**src/rtl/bcd_counter_pkg.sv**
```systemverilog
// rtl/bcd_counter_pkg.sv - shared FSM state type, BCD constant and digit helpers for the BCD counters
package bcd_counter_pkg;

   typedef enum logic [1:0] {
      IDLE    = 2'd0,
      RUN     = 2'd1,
      EXPIRED = 2'd2
   } state_t;

   localparam logic [3:0] BCD_MAX = 4'd9;

   function automatic logic [3:0] bcd_saturate(input logic [3:0] digit);
      return (digit > BCD_MAX) ? BCD_MAX : digit;
   endfunction

   // Callers zero-extend to 16 bits, which covers the widest (4-digit) counter.
   function automatic logic is_zero(input logic [15:0] value);
      return (value == 16'd0);
   endfunction

endpackage

```
**src/rtl/bcd_digit_dec.sv**
```systemverilog
// rtl/bcd_digit_dec.sv - combinational single-digit BCD decrementer with borrow chain
module bcd_digit_dec
   import bcd_counter_pkg::*;
(
   input  logic [3:0] digit_i,
   input  logic       borrow_i,
   output logic [3:0] digit_o,
   output logic       borrow_o
);

   always_comb begin
      digit_o  = digit_i;
      borrow_o = 1'b0;
      if (borrow_i) begin
         if (digit_i == 4'd0) begin
            digit_o  = BCD_MAX;
            borrow_o = 1'b1;
         end else begin
            digit_o = digit_i - 4'd1;
         end
      end
   end

endmodule

```
**src/rtl/bcd_down_counter.sv**
```systemverilog
// rtl/bcd_down_counter.sv - multi-digit BCD countdown timer with expiry flag
// Optional auto-reload on expiry when BCD_DOWN_COUNTER_AUTO_RELOAD_EN is defined.
module bcd_down_counter
   import bcd_counter_pkg::*;
#(
   parameter int DIGITS = 2
) (
   input  logic                  Clock,
   input  logic                  Reset,
   input  logic                  Load,
   input  logic [4*DIGITS-1:0]   LoadValue,
   input  logic                  Count,
   input  logic                  Clear,
   output logic [4*DIGITS-1:0]   Value,
   output logic                  Running,
   output logic                  Done,
   output logic                  Expired
);

   localparam int W = 4 * DIGITS;

   state_t         state_q, state_d;
   logic [W-1:0]   value_q, value_d;
   logic           done_q, done_d;
   logic [W-1:0]   load_sat;
   logic [W-1:0]   dec_value;
   logic [DIGITS:0] borrow;

`ifdef BCD_DOWN_COUNTER_AUTO_RELOAD_EN
   logic [W-1:0]   reload_q, reload_d;
`endif

   assign borrow[0] = 1'b1;

   for (genvar g = 0; g < DIGITS; g++) begin : g_digit
      assign load_sat[4*g +: 4] = bcd_saturate(LoadValue[4*g +: 4]);

      bcd_digit_dec u_dec (
         .digit_i  (value_q[4*g +: 4]),
         .borrow_i (borrow[g]),
         .digit_o  (dec_value[4*g +: 4]),
         .borrow_o (borrow[g+1])
      );
   end

   // A borrow out of the top digit means Value is zero: never wrap to 9..9.
   always_comb begin
      state_d = state_q;
      value_d = value_q;
      done_d  = 1'b0;
`ifdef BCD_DOWN_COUNTER_AUTO_RELOAD_EN
      reload_d = reload_q;
`endif
      if (Clear) begin
         state_d = IDLE;
         value_d = '0;
`ifdef BCD_DOWN_COUNTER_AUTO_RELOAD_EN
         reload_d = '0;
`endif
      end else if (Load) begin
`ifdef BCD_DOWN_COUNTER_AUTO_RELOAD_EN
         reload_d = load_sat;
`endif
         if (is_zero(16'(load_sat))) begin
            value_d = '0;
            state_d = EXPIRED;
            done_d  = 1'b1;
         end else begin
            value_d = load_sat;
            state_d = RUN;
         end
      end else if ((state_q == RUN) && Count && !borrow[DIGITS]) begin
         value_d = dec_value;
         if (is_zero(16'(dec_value))) begin
            done_d = 1'b1;
`ifdef BCD_DOWN_COUNTER_AUTO_RELOAD_EN
            if (!is_zero(16'(reload_q))) begin
               value_d = reload_q;
            end else begin
               state_d = EXPIRED;
            end
`else
            state_d = EXPIRED;
`endif
         end
      end
   end

   always_ff @(posedge Clock) begin
      if (Reset) begin
         state_q <= IDLE;
         value_q <= '0;
         done_q  <= 1'b0;
      end else begin
         state_q <= state_d;
         value_q <= value_d;
         done_q  <= done_d;
      end
   end

`ifdef BCD_DOWN_COUNTER_AUTO_RELOAD_EN
   always_ff @(posedge Clock) begin
      if (Reset) begin
         reload_q <= '0;
      end else begin
         reload_q <= reload_d;
      end
   end
`endif

   assign Value   = value_q;
   assign Done    = done_q;
   assign Running = (state_q == RUN);
   assign Expired = (state_q == EXPIRED);

endmodule

```
**config.mk**
```make
export PLATFORM = sky130hd
export DESIGN_NAME = bcd_down_counter
export DESIGN_NICKNAME = d
export VERILOG_FILES = /design/src/rtl/bcd_counter_pkg.sv /design/src/rtl/bcd_digit_dec.sv /design/src/rtl/bcd_down_counter.sv
export SDC_FILE = /design/constraint.sdc
export NUM_CORES = 1
export LEC_CHECK = 0
export CAP_MARGIN = 20
export CORE_ASPECT_RATIO = 1.4
export CORE_MARGIN = 3
export CORE_UTILIZATION = 25
export DETAILED_ROUTE_END_ITERATION = 8
export GPL_ROUTABILITY_DRIVEN = 0
export MAX_ROUTING_LAYER = met4
export PLACE_DENSITY = 0.53
export SETUP_SLACK_MARGIN = 0.5
export SLEW_MARGIN = 20
export SYNTH_ARGS = -nofsm -noshare
export SYNTH_HDL_FRONTEND = slang
export SYNTH_SLANG_ARGS = --single-unit
```
**constraint.sdc**
```tcl
create_clock -name Clock -period 3.6 [get_ports Clock]
set_input_delay 0.36 -clock Clock [delete_from_list [all_inputs] [get_ports Clock]]
set_output_delay 0.36 -clock Clock [all_outputs]
set_load 0.03 [all_outputs]
```
==> flow_results.org, run 1 <==
** Status
- Run status :: complete, no violations

** Global route
- Via count of the first global-routing pass :: 724
- Wire length of the first global-routing pass :: 3.20 mm
- Largest net degree at the start of global routing :: 21
- In the global route stage, overall resource usage came out at 11.9%.
- Initial antenna violation count :: 0
- Summed over all layers, the global routing overflow is 0.

** Place
- The wire-length estimate of the detail-placed layout is 1.41 mm.
- Buffers on Ports :: 23
- Cell count after placement :: 140

** Power
- Summed over all cells, the static leakage comes to 0.351 nW.
- Per report_power, the combinational group accounts for 26.2% of the total.
- Power share of the sequential group :: 44.7%
- P_int :: 0.000208 W
- Across the VDD grid, the largest voltage drop is 0.120 mV.
- The analysis attributes to net switching a power of 0.0000942 W.
- The clock network accounts for 29.1% of the total power.
- Net Sw Frac :: 31.2%
- Power spread over the standard cell area amounts to 306 nW/um^2.

** Clock network
- TritonCTS built the clock tree.
- TritonCTS Buffers :: 3
- Total clock sinks :: 11
- The number of setup buffers added after CTS is 0.
- Clock insertion delay at the later pin of the skew report :: 0.28 ns
- Hold_buf cts :: 0
- Root buffer cell :: clkbuf_4
- Clock-pin slew was measured on the worst setup and hold paths at 0.08 ns.
- Cells resized by post-CTS repair :: 0
- The clock passes through at most 2 buffers.
- CTS built an H-tree with a depth of 1.

** Final layout
- At the end of the flow, the number of nets in the layout was 122.
- The post-route netlist has 7.41% of its cells at a drive strength greater than 1.
- The filler cells instantiated in the layout total 295.
- Final non-filler cell total :: 144
- Area used by multi-input combinational logic :: 445 sq um
- Relative to the synthesized area, the layout overhead comes to 38.5%.
- 0 antenna diodes ended up in the layout.
- Final Core Density :: 36.9%
- Sequential Area :: 220 sq um

** STA
- Setup violations, final :: 0
- The tightest hold path in the finished design has a slack of 0.486 ns.
- Setup repair after global routing left no endpoint under its margin.
- Final period util :: 58.9%
- Measured against its own limit, the worst slew margin works out to 52.8%.
- Final max-slew violation count :: 0
- Slew of the pin with the lowest slew margin :: 0.706 ns
- Across the routed clock network, the largest skew measured is 0.0116 ns.
- Final Hold Fails :: 0
- The clock period could shrink to 2.12 ns.
- Adding up every negative setup slack in the final design gives 0 ns.
- Achievable clock frequency :: 0.472 GHz

** Synthesis
- Async set-reset flop share out of synthesis :: 0%
- Mean cell area of the mapped netlist :: 8.28 sq um
- Among all flip-flop cells after synthesis, the most frequent one is dfxtp_1.
- Netlist Area Pre-Place :: 712 sq um
- Cells after synthesis :: 86
- Number of nets produced by synthesis :: 99
- The number of different library cells used by synthesis comes to 34.
- Number of flops mapped to enable cells by yosys :: 0
- The synthesized design contains 11 register bits.
- Summing the sequential cell areas from Yosys gives 30.9% of the chip area.
- Number of warnings printed during yosys synthesis :: 0

** Setup path
- In this run the worst path has a maximum fanout of 20.
- The worst setup path is captured at a flop.
- Crit path to :: Value[5]
- Required arrival time at the worst endpoint :: 3.78 ns
- Timing startpoint of the critical path :: Load
- Destination of the worst register-to-register timing path :: Value[5]
- Critical register-to-register path startpoint :: Value[1]
- Crit Path Category :: input port to flop
- STA puts the critical path data arrival time at 2.30 ns.
- Logic depth of the worst register-to-register path :: 4
- For flop-to-flop paths, the worst setup slack is 1.94 ns.
- STA classifies the critical path startpoint as an input port.

** Routing
- In the routed design, unresolved DRC markers number 0.
- The count of nets left with antenna violations once routing finished came out at 0.
- The routed layout has 731 vias.
- Vias per cell :: 5.08
- Total Wirelength :: 1.84 mm
- The first detailed-routing pass ran for 4 iterations.
- Routed WL per cell :: 12.8 microns
- For this block, the initial DRC count from the detailed router was 18.

** Die
- Die outline area :: 3530 sq um
- Measured along the x axis, the die boundary spans 51.1 microns.
- The die is 69.1 microns tall.
- For this configuration, the core starts out at a cell density of 26.7%.
- The floorplan has 22 rows.
- Std-Cell Core Area :: 2670 sq um
- Number of top-level pins :: 24

** Job
- Across the run, the number of max-cap violations was 0.

** Min path
- The worst hold path belongs to the class flop to flop.
==> worst max-delay path, stage by stage <==
cell	delay, ns
clkdlybuf4s50_1	0.77
or4_1	0.62
o32ai_4	0.27
a21oi_1	0.07
o211a_1	0.21
==> layer usage <==
metal / track usage, % / part of all wire [%]
met5: - / 0
met4: 6.29 / 2.3
met3: 3.02 / 5.3
met2: 18.9 / 48
met1: 13.4 / 44
==> placed cells by master (no fill, tap or decap), types with 3 or more instances in the layout <==
master / instances
nand3b_1: 3
or4_1: 3
nor2_1: 7
a31oi_1: 3
inv_1: 5
a211oi_1: 6
o21ai_0: 5
nand2_1: 6
a21oi_1: 6
clkdlybuf4s50_1: 23
dfxtp_1: 11
clkbuf_4: 3
==> area by class of cell <==
cell class | instances | area share, %
repair buffers | 23 | 23.4
flip-flops and latches | 11 | 22.3
clock buffers | 4 | 2.66
well taps | 36 | 4.57
multi-input cells | 65 | 45.2
inverters | 5 | 1.90
==> worst min path at each step <==
stage	start	end	slack (ns)	cells past startpoint
after detailed placement	state_q[1]	state_q[1]	0.48	2
after floorplan	state_q[1]	state_q[1]	0.46	2
final	state_q[1]	state_q[1]	0.49	2
after CTS	state_q[1]	state_q[1]	0.49	2
after global routing	state_q[1]	state_q[1]	0.54	2
after global placement	state_q[1]	state_q[1]	0.48	2
==> power by group through the flow <==
stage                     clock network, W  logic [W]  registers [W]
after CTS                        0.0000876  0.0000794       0.000135
final                            0.0000880  0.0000791       0.000135
after floorplan                          0  0.0000419       0.000143
after global placement                   0  0.0000789       0.000138
after global routing             0.0000930  0.0000859       0.000136
after detailed placement                 0  0.0000790       0.000138
==> state kept, by name, summed over array words and instances (netlist names) <==
signal	count
Value	8
Done	1
state_q	2
==> stage by stage <==
step                      cell area, sq um  worst slack [ns]  power (W)
final                                  986              1.48   0.000302
after global routing                   986              1.37   0.000315
after CTS                              986              1.50   0.000302
after detailed placement               960              1.22   0.000217
after global placement                 960              1.27   0.000216
after floorplan                        712              1.90   0.000185
==> kinds of logic (layout without fill, tap and decap cells) <==
kind of cell           count (synthesis)  count (layout)  share of synthesized area (%)
buffers and inverters                 10              32                           6.50
flip-flops                            11              11                           30.9
AO/OA/AOI/OAI                         31              31                           32.7
AND/OR/NAND/NOR                       33              33                           28.6
XOR/XNOR                               1               1                           1.23
==> Yosys cell counts (2+ instances only) <==
master | instances | area share [%]
inv_1 | 5 | 2.6
nand2_1 | 6 | 3.2
or3_1 | 2 | 1.8
o21ai_0 | 5 | 3.5
or4_1 | 3 | 3.2
a31oi_1 | 3 | 2.6
and3b_1 | 2 | 2.5
a21oi_1 | 6 | 4.2
o21a_1 | 2 | 2.1
nand3b_1 | 3 | 3.2
dfxtp_1 | 11 | 31
nand2b_1 | 2 | 1.8
a41oi_1 | 2 | 2.5
a211oi_1 | 6 | 6.3
nand3_1 | 2 | 1.4
nor2_1 | 7 | 3.7
clkbuf_1 | 2 | 1.1
(Power assumes the default switching activity.)
==> run 2: changes to the inputs <==
Clock period 3.6 ns to 2.1 ns, I/O delays scaled along.
==> run 2 against run 1 <==
Net effect:
- sequential share of layout area increased by 0.091 points
- largest cell class unchanged
- setup slack worse by 0.95 ns
- global-route usage up 0.28 points
- first-iteration DRC count is 56% lower
- sequential power rose by 71%
- critical endpoint unchanged
==> flow_results.org, run 2 (same netlist as run 1, synthesis figures left out) <==
** Setup path
- Required arrival time at the worst endpoint :: 2.26 ns (-1.52 ns)
- Logic depth of the worst register-to-register path :: 4 (unchanged)
- STA classifies the critical path endpoint as a flop.
- Register-to-register setup slack :: 0.53 ns (-1.41 ns)
- The worst setup path is of the flop to flop kind.
- The peak per-stage delay on the critical path came to 0.55 ns (-0.22 ns).
- The critical path starts at Value[7].
- The worst register-to-register path begins at Value[7].
- Worst-path cell chain :: or4_4 > o32ai_4 > a21oi_2 > o211a_1
- For this design, the slowest cell found on the critical path is or4_4.
- Biggest fanout along the worst timing path :: 4 (-80%)
- Arrival time worst endpoint :: 1.73 ns (-0.57 ns)
- Kind of start point of the critical path :: flop
- Destination of the worst register-to-register timing path :: Value[5]

** Routing
- The mean number of vias per cell was 4.95 (-2.6%).
- The number of nets with antenna violations after detailed routing is 0 (unchanged).
- The first-pass iteration count of the detailed router was 4 (unchanged).
- The count of vias placed by the detailed router came to 722 (-1.2%).
- Post-route DRC violation count :: 0 (unchanged)
- The DRC marker count from the first detailed-route iteration is 8 (-10).
- Total Wirelength :: 1.88 mm (+2.3%)
- Routed WL per cell :: 12.9 microns (+0.94%)

** Clock network
- The number of buffers added by the clock tree synthesis step came to 3 (unchanged).
- Clock-pin transition on the worst setup and hold timing paths :: 0.08 ns (about the same)
- CTS H-Tree Depth :: 1 (unchanged)
- Clock buffer depth :: 2 (unchanged)
- The number of sinks driven by the clock tree is 11 (unchanged).
- The clock latency reported for the late side of the worst-skew pair was 0.27 ns (about the same).
- TritonCTS clock tree :: done
- CTS placed an instance of clkbuf_4 at the clock tree root.
- The count of hold-fix buffers inserted at cts is 0 (unchanged).

** Global route
- Initial antenna violation count :: 0 (unchanged)
- The overall global routing resource usage came to 12.2% (+0.28 points).
- Via count of the first global-routing pass :: 711 (-1.8%)
- Wire length of the first global-routing pass :: 3.19 mm (-0.22%)
- The final global-route overflow total is 0 (unchanged).
- The largest net degree at the start of global routing came to 20 (-4.8%).

** STA
- Clock Skew :: 0.00937 ns (-0.00224 ns)
- Setup violations, final :: 0 (unchanged)
- The worst slew slack as a fraction of its limit came to 63.4% (+11 points).
- Final-layout worst hold slack :: 0.501 ns (+0.0158 ns)
- The worst path needs 1.57 ns of the cycle, external delays included.
- Final max-slew violation count :: 0 (unchanged)
- Slew of the pin with the lowest slew margin :: 0.545 ns (-0.161 ns)
- The total count of hold-check failures in the final report was 0 (unchanged).
- Dividing the final minimum period by the clock period gives 74.9%.
- Unrepaired setup endpoints after global routing :: yes
- Setup TNS after final layout :: 0 ns (unchanged)
- Static timing analysis puts the maximum clock frequency at 0.636 GHz.

** Place
- Post-DP Area :: 978 sq um (+2.0%)
- The count of buffers from port buffering was 23 (unchanged).
- Half-perimeter wire length after detailed placement :: 1.49 mm (+5.2%)

** Job
- Maximum capacitance violations :: 0 (unchanged)

** Final layout
- Number of nets in the layout :: 124 (+1.6%)
- Diode insertion count for antenna repair :: 0 (unchanged)
- Fill cell instance count of the final layout :: 302 (+2.4%)
- Final Core Density :: 38.2% (+1.3 points)
- Post-synthesis to final-layout area growth :: 43.4%
- Most frequent standard cell in the layout excluding fill and tap cells :: clkdlybuf4s50_1
- The number of flip-flops under the largest register name is 8 (unchanged).
- The proportion of layout cells with a drive suffix above 1 came to 15.5% (+8.0 points).
- The final standard cell area without fillers was 1020 sq um (+3.6%).
- Commonest cells after routing, fill and taps aside :: clkdlybuf4s50_1 (14), nor2_1 (7), dfxtp_1 (6), a211oi_1 (6), nand2_1 (6)

** Die
- The starting density of the core came to 26.7% (unchanged).
- The total I/O pin count is 24 (unchanged).
- Die outline area :: 3530 sq um (unchanged)
- Die Span Y :: 69.1 microns (unchanged)
- Num rows :: 22 (unchanged)
- The placeable core region came to 2670 sq um (unchanged).
- The width of the die came to 51.1 microns (unchanged).

** Min path
- Number of instances on the worst hold path :: 2 (unchanged)
- The path class of the tightest hold or removal check is flop to flop.
- Hold endpoint :: state_q[0]
- In this run the most critical hold path is launched from state_q[0].

** Power
- Leakage component of the power :: 0.454 nW (+29%)
- P per Cell Area :: 510 nW/um^2 (+67%)
- Largest vdd supply drop :: 0.227 mV (+90%)

** Status
- Run status :: complete, no violations
-- run 2: power breakdown --
group          internal (W)  leakage, nW  switching [W]
Clock             0.0000736       0.0150      0.0000764
Sequential         0.000217       0.0923      0.0000140
Combinational     0.0000676        0.347      0.0000723
-- run 2: metal layers --
| metal | up-vias | GRT usage [%] | share of wire (%) |
|---|---|---|---|
| met5 | - | - | 0 |
| met2 | 24 | 18.1 | 47 |
| li1 | 370 | - | - |
| met1 | 324 | 14.3 | 45 |
| met3 | 4 | 3.24 | 6.1 |
| met4 | 0 | 7.78 | 1.8 |
-- run 2: stage by stage --
stage / cells / power (W) / setup slack [ns]
6_report: 146 / 0.000521 / 0.528
5_1_grt: 146 / 0.000553 / 0.475
4_1_cts: 145 / 0.000521 / 0.507
3_5_place_dp: 141 / 0.000375 / 0.329
3_3_place_gp: 141 / 0.000374 / 0.343
2_1_floorplan: 86 / 0.000318 / 0.514
-- run 2: area by class of cell --
class	count	area (sq um)	area share, %
Timing Repair Buffer	25	249	24.4
Inverter	5	18.8	1.84
Clock buffer	4	26.3	2.57
Multi-Input combinational cell	65	453	44.4
Sequential cell	11	229	22.4
Tap cell	36	45.0	4.41
-- run 2: how the worst max path moves through the flow --
| stage | cells after the start | end | slack (ns) |
|---|---|---|---|
| 2_1_floorplan | 4 | Value[5] | 0.51 |
| 3_3_place_gp | 5 | Value[4] | 0.34 |
| 3_5_place_dp | 5 | Value[4] | 0.33 |
| 4_1_cts | 1 | Value[3] | 0.51 |
| 5_1_grt | 4 | Value[5] | 0.47 |
| 6_report | 4 | Value[5] | 0.53 |
-- run 2: critical path: cells and delay by family (launching register included) --
family	cells	cell delay, ns
simple gates	1	0.55
compound gates	3	0.56
flops	1	0.34
-- run 2: timing repair --
action	CTS	global route
setup buffers	0	1
resized for setup	5	7
endpoints found under the setup margin	6	9
endpoints found under the hold margin	0	0
pin swaps	1	0
